<file path="src/rtl/branch_resolver.sv">
// Requester side of a 2-bit branch predictor: issues prediction requests, queues the
// returned predictions in fetch order, trains the predictor on resolution and flags mispredicts.
module branch_resolver #(
    parameter int DEPTH = 4,
    parameter int CNT_W = 16
) (
    input  logic                     clk,
    input  logic                     rst,
    input  logic                     br_valid,
    output logic                     br_ready,
    input  logic                     resolve_valid,
    input  logic                     resolve_taken,
    output logic                     resolve_ready,
    output logic                     request,
    input  logic                     prediction,
    output logic                     result,
    output logic                     taken,
    output logic                     mispredict,
    output logic [$clog2(DEPTH):0]   occupancy,
    output logic [CNT_W-1:0]         resolved_cnt,
    output logic [CNT_W-1:0]         mispred_cnt
);
    // Handshakes: a branch is accepted on a cycle where br_valid && br_ready; a resolve is
    // accepted on a cycle where resolve_valid && resolve_ready. Both take effect at that clk edge.
    localparam int PW = $clog2(DEPTH);
    localparam int OW = PW + 1;

    logic [DEPTH-1:0] pred_q, pred_d;
    logic [PW-1:0]    wr_ptr_q, wr_ptr_d;
    logic [PW-1:0]    rd_ptr_q, rd_ptr_d;
    logic [OW-1:0]    count_q, count_d;
    logic             inflight_q, inflight_d;
    logic             mispredict_q, mispredict_d;
    logic [CNT_W-1:0] resolved_q, resolved_d;
    logic [CNT_W-1:0] mispred_q, mispred_d;

    logic res_acc;
    logic mis_now;
    logic push;

    assign occupancy     = count_q + OW'(inflight_q);
    assign resolve_ready = (count_q != '0);
    assign res_acc       = resolve_valid && resolve_ready && !rst;
    assign mis_now       = res_acc && (pred_q[rd_ptr_q] != resolve_taken);
    assign br_ready      = (occupancy < OW'(DEPTH)) && !mis_now;
    assign request       = br_valid && br_ready && !rst;
    assign result        = res_acc;
    assign taken         = resolve_taken;
    assign mispredict    = mispredict_q;
    assign resolved_cnt  = resolved_q;
    assign mispred_cnt   = mispred_q;

    // The prediction arriving this cycle belongs to last cycle's request; a flush drops it.
    assign push = inflight_q && !mis_now;

    always_comb begin
        pred_d       = pred_q;
        wr_ptr_d     = wr_ptr_q;
        rd_ptr_d     = rd_ptr_q;
        count_d      = count_q;
        inflight_d   = request;
        mispredict_d = mis_now;
        resolved_d   = resolved_q;
        mispred_d    = mispred_q;

        if (res_acc && (resolved_q != '1)) begin
            resolved_d = resolved_q + CNT_W'(1);
        end
        if (mis_now && (mispred_q != '1)) begin
            mispred_d = mispred_q + CNT_W'(1);
        end

        if (mis_now) begin
            wr_ptr_d   = '0;
            rd_ptr_d   = '0;
            count_d    = '0;
            inflight_d = 1'b0;
        end else begin
            if (push) begin
                pred_d[wr_ptr_q] = prediction;
                wr_ptr_d         = wr_ptr_q + PW'(1);
            end
            if (res_acc) begin
                rd_ptr_d = rd_ptr_q + PW'(1);
            end
            count_d = count_q + OW'(push) - OW'(res_acc);
        end
    end

    always_ff @(posedge clk) begin
        if (rst) begin
            pred_q       <= '0;
            wr_ptr_q     <= '0;
            rd_ptr_q     <= '0;
            count_q      <= '0;
            inflight_q   <= 1'b0;
            mispredict_q <= 1'b0;
            resolved_q   <= '0;
            mispred_q    <= '0;
        end else begin
            pred_q       <= pred_d;
            wr_ptr_q     <= wr_ptr_d;
            rd_ptr_q     <= rd_ptr_d;
            count_q      <= count_d;
            inflight_q   <= inflight_d;
            mispredict_q <= mispredict_d;
            resolved_q   <= resolved_d;
            mispred_q    <= mispred_d;
        end
    end

endmodule
</file>
<file path="config.mk">
export PLATFORM = sky130hd
export DESIGN_NAME = branch_resolver
export DESIGN_NICKNAME = d
export VERILOG_FILES = /design/src/rtl/branch_resolver.sv
export SDC_FILE = /design/constraint.sdc
export NUM_CORES = 1
export LEC_CHECK = 0
export CAP_MARGIN = 10
export CORE_MARGIN = 3
export CORE_UTILIZATION = 51
export DETAILED_ROUTE_END_ITERATION = 7
export PLACE_DENSITY = 0.8
export SETUP_SLACK_MARGIN = 0.02
export SLEW_MARGIN = 20
export SYNTH_ARGS = -nofsm -noshare
export SYNTH_HDL_FRONTEND = slang
export SYNTH_SLANG_ARGS = --single-unit
export TNS_END_PERCENT = 30
</file>
<file path="constraint.sdc">
create_clock -name clk -period 3.63 [get_ports clk]
set_input_delay 0.363 -clock clk [delete_from_list [all_inputs] [get_ports clk]]
set_output_delay 0.363 -clock clk [all_outputs]
set_load 0.005 [all_outputs]
</file>
# Yosys cells after proc, flatten, opt, wreduce, memory -nomap -nowiden
# Cells that the tools add are included.
# classes
add_sub_neg	7
n_lt_le_gt_ge	4
n_eq_ne	3
muxes	5
bitwise	1
n_reduce_logical	15
# ops
op	count
adder 16 x 1 -> 16 bit (second input constant)	2
!= test 16 bit (second input constant)	2
logical AND 1 bit	10
adder 3 x 1 -> 3 bit	2
less-than comparator 2 x 3 -> 1 bit (second input constant)	2
adder 2 x 1 -> 2 bit (second input constant)	2
bitwise mux 4 bit	1
less-than comparator 3 bit (second input constant)	1
nonzero test 3 bit	1
subtractor 3 x 1 -> 3 bit	1
binary-select mux 1 bit (select 2 bit)	1
demux 1 bit (select 2 bit)	1
greater-or-equal comparator 2 x 1 -> 1 bit (second input constant)	1
zero test 1 bit	2
two-way mux 1 bit	2
AND reduction 2 bit	1
OR reduction 2 bit	1
!= test 1 bit	1
NOT 1 bit	1
# totals
register_bits	45
in_bits	6
output_inout_bits	41
elab_cells	43

# Logic depth before layout (Yosys ltp)
# depth
depth_word	8
ltp_mapped	14
ltp_nobuf	13

# Worst setup path before layout
# No wires, ideal clock.
# synth_timing
path_type	flip-flop to flip-flop
start	reg rd_ptr_q[0]
end	reg count_q[2]
setup_time_ns	0.121
arrival_ns	2.509
required_ns	3.509
slack_ns	1.000
path_stages_with_launch	12
path_buffers	0
synth_period_minus_slack_ns	2.630
path_cell_list	dfxtp_1 > mux4_2 > xnor2_2 > nand2b_1 > nand2_1 > ha_1 > inv_1 > ha_1 > inv_1 > fa_1 > xnor2_1 > nor2_1
# synth_via
elab_chain_len	8
elab_cells_between_ends	9
classes_between	add/sub (2); eq/ne (1); mux (2); reduce/logical (4)
# synth_rtl
item	line	rtl
start, declared	30	logic [PW-1:0] rd_ptr_q, rd_ptr_d;
start signal, assigned	103	rd_ptr_q <= rd_ptr_d;
binary-select mux 1 bit (select 2 bit) *	44	assign mis_now = res_acc && (pred_q[rd_ptr_q] != resolve_taken);
two-way mux 1 bit (implied by the code) *	44	
!= test 1 bit *	44	
logical AND 1 bit *	44	
zero test 1 bit	54	assign push = inflight_q && !mis_now;
logical AND 1 bit	54	
adder 3 x 1 -> 3 bit	86	count_d = count_q + OW'(push) - OW'(res_acc);
subtractor 3 x 1 -> 3 bit	86	
end signal, assigned	104	count_q <= count_d;
end, declared	31	logic [OW-1:0] count_q, count_d;
# Mark *: on every way between the ends. The rest lies on a longest branch, timed or not. The select of a mux whose other input is x is not followed.
# A chain may end at the register's enable or synchronous reset.

# Worst setup path after layout
# layout_timing
start	reg rd_ptr_q[0]
end	out request
# layout_via
elab_chain_len	8
# layout_rtl
item	line	rtl
binary-select mux 1 bit (select 2 bit)	44	
two-way mux 1 bit (implied by the code)	44	
!= test 1 bit	44	
logical AND 1 bit	44	
zero test 1 bit	45	assign br_ready = (occupancy < OW'(DEPTH)) && !mis_now;
logical AND 1 bit	45	
logical AND 1 bit (2 in a row)	46	assign request = br_valid && br_ready && !rst;
end, declared	14	output logic request,
# Every way passes these cells. The select of a mux whose other input is x is not followed.

==> results.cfg <==
[sta]
setup_tns_ps = 0
setup_viol = 0
rsz0062_at_grt = no
min_period_ps = 3195
fmax_mhz = 312.9
hold_viol_final = 0
fin_crit_sh_pct = 88.03
fin_skew_ps = 6.572
worstMarginPinSlew_ps = 1079
max_slew_margin_pct = 27.37
slew_viol_final = 0

[clocking]
cts_resized = 0
clk_pin_slew_ps = 80
cts_sinks = 45
clkLatencyLatePin_ps = 300
ctsHoldBuffers = 0
cts_setup_buffers = 0
htreeDepth = 2
root_buffer = clkbuf_8
numCtsBuffers = 5
cts_tree = yes
clockBufferDepth = 2

[floorplan]
dieArea_sq_um = 5233
row_count = 23
die_h_um = 72.34
start_util_pct = 54.55
die_w_um = 72.34
ios = 47
core_sq_um = 4115

[yosys]
synth_top_cell_by_area = dfxtp_1
ys_async_sr_fraction_pct = 0
synth_cells = 258
yosys.cell_types.count = 42
syn_area_per_cell_sq_um = 8.700
synth_most_common_cell = dfxtp_1
synth.cell_area_sq_um = 2245
synth_edf_count = 0
syn-num-nets = 275
yosysSeqAreaShare_pct = 40.13
yosys_warnings = 0
synth_top_flop_cell = dfxtp_1
synth_seq_cells = 45
yosysTopAreaCellShare_pct = 40.13
synthTopCellsByArea = dfxtp_1 40%, ha_1 5.6%, xnor2_1 5.1%
synth_commonest_cells = 45 x dfxtp_1, 27 x nor2_1, 24 x nand2_1

[grt]
grt_antenna_before_repair = 0
gr-usage-all-layers_pct = 19.83
busiest_layer = met2
overflow = 0
grt_max_degree = 30
use_met1_pct = 25.50
use_met2_pct = 32.56
grt_pass1_vias = 1879
grt_pass1_wl_um = 8349
use_met3_pct = 5.402

[min_path]
min_from = pred_q[2]
hp-class = flop to flop

[worst_setup_path]
critical_path_class = flop to output pin
crit_end = request
r2r_cells = 11
critPathLaunchType = flop
cp-startpoint = rd_ptr_q[0]
arrival_ps = 2830
reg2reg_from = rd_ptr_q[0]
r2r_slack_ps = 750
critPathCaptureType = output pin
worstPathMaxFanout = 8
rr_endpoint = count_q[2]
required_ps = 3270

[placed_design]
place_hpwl_um = 3499
placed_area_sq_um = 2736
gp_congestion = 0.8566
io_buffer_count = 46

[pwr]
p_comb_share_pct = 21.6
seq_power_share_pct = 48.9
p_per_area_nw_per_um2 = 399.3
ir_worst_vdd_mv = 0.2593
p_int_uw = 824.0
switchingPower_uw = 309.2
p_leak_uw = 0.0009853
switching_share_pct = 27.29
clkPwrFrac_pct = 29.5

[route]
drc = 0
dr.pass1.iters = 4
ant_nets = 0
drt_iter0_markers = 193
wl_um = 4872
avgViaCountPerCell = 5.729
wire_per_inst_um = 13.76
vias = 2028

[final_layout]
area_growth_pct = 26.42
diodes = 0
stdcell_area_sq_um = 2838
drive_gt1_share_pct = 4.934
fin_nets = 320

[run]
max_cap_violations = 0

[outcome]
status = finished, final reports clean
sequential cells by signal, summed over array words and instances, names as in the netlist:
register and cells:
count_q 3, inflight_q 1, mispred_cnt 16, mispredict 1
pred_q 4, rd_ptr_q 2, resolved_cnt 16, wr_ptr_q 2
routing by layer:
metal	share of wire, %	vias to the layer above
li1	-	1018
met1	48	955
met2	47	53
met3	4.6	2
met4	0.31	0
met5	0	-
power groups by stage:
stage	Clock, uW	Combinational [uW]	Sequential, uW
2_1_floorplan	0	146	557
3_3_place_gp	0	243	565
3_5_place_dp	0	246	566
4_1_cts	345	249	555
5_1_grt	364	274	559
6_report	335	245	554
placed cells by master, fill, tap and decap left out, types with 6 or more instances in the layout:
cell / count
nor3_1: 9
nand4_1: 10
xnor2_1: 13
clkbuf_8: 7
clkdlybuf4s50_1: 46
xor2_1: 6
nand3_1: 17
inv_1: 14
dfxtp_1: 45
a21oi_1: 11
ha_1: 10
nand2_1: 24
nor2_1: 27
nor4_1: 7
worst min-delay path by stage:
stage	end	slack, ps	cells after the start
after floorplan	pred_q[2]	440	2
after global placement	pred_q[2]	450	2
after detailed placement	pred_q[3]	460	2
after CTS	pred_q[2]	470	2
after global routing	pred_q[3]	490	2
final	pred_q[2]	460	2
logic make-up (layout without fill, tap and decap cells):
logic type	count (synthesis)	after routing	synth area share, %
adder cells (fa/ha/maj)	11	11	6.466
AND/OR/NAND/NOR	115	115	26.64
XOR/XNOR	20	20	8.138
flip-flops	45	45	40.13
multiplexers	7	7	3.735
AO/OA/AOI/OAI	37	37	10.81
buffers and inverters	23	69	4.069
layout make-up:
class | instances | area, sq um
inverters | 14 | 52.55
fillers | 362 | 1277
multi-input cells | 190 | 1252
flip-flops and latches | 45 | 900.9
well taps | 50 | 62.56
repair buffers | 47 | 467.9
clock buffers | 7 | 96.34
clock inverters | 1 | 5.005
critical path, stage by stage, from the launching register on:
cell and delay, ps:
dfxtp_1 400, mux4_2 540, xnor2_2 350, nand2b_1 300, nand2_1 230, nor3_1 190
clkdlybuf4s50_1 530
metrics by stage:
stage               worst slack, ps  total power [uW]  cells  hold slack [ps]  util (%)
floorplan                     999.9             703.0    258            435.3         -
global placement              756.8             808.6    346            448.2     66.49
detailed placement            632.1             811.5    346            455.7     66.49
CTS                           399.3              1148    354            468.5     68.96
global route                  209.1              1197    354            492.9     68.96
finish                        434.6              1133    354            464.6     68.96
Note: power is estimated with default switching activity, not from simulation.
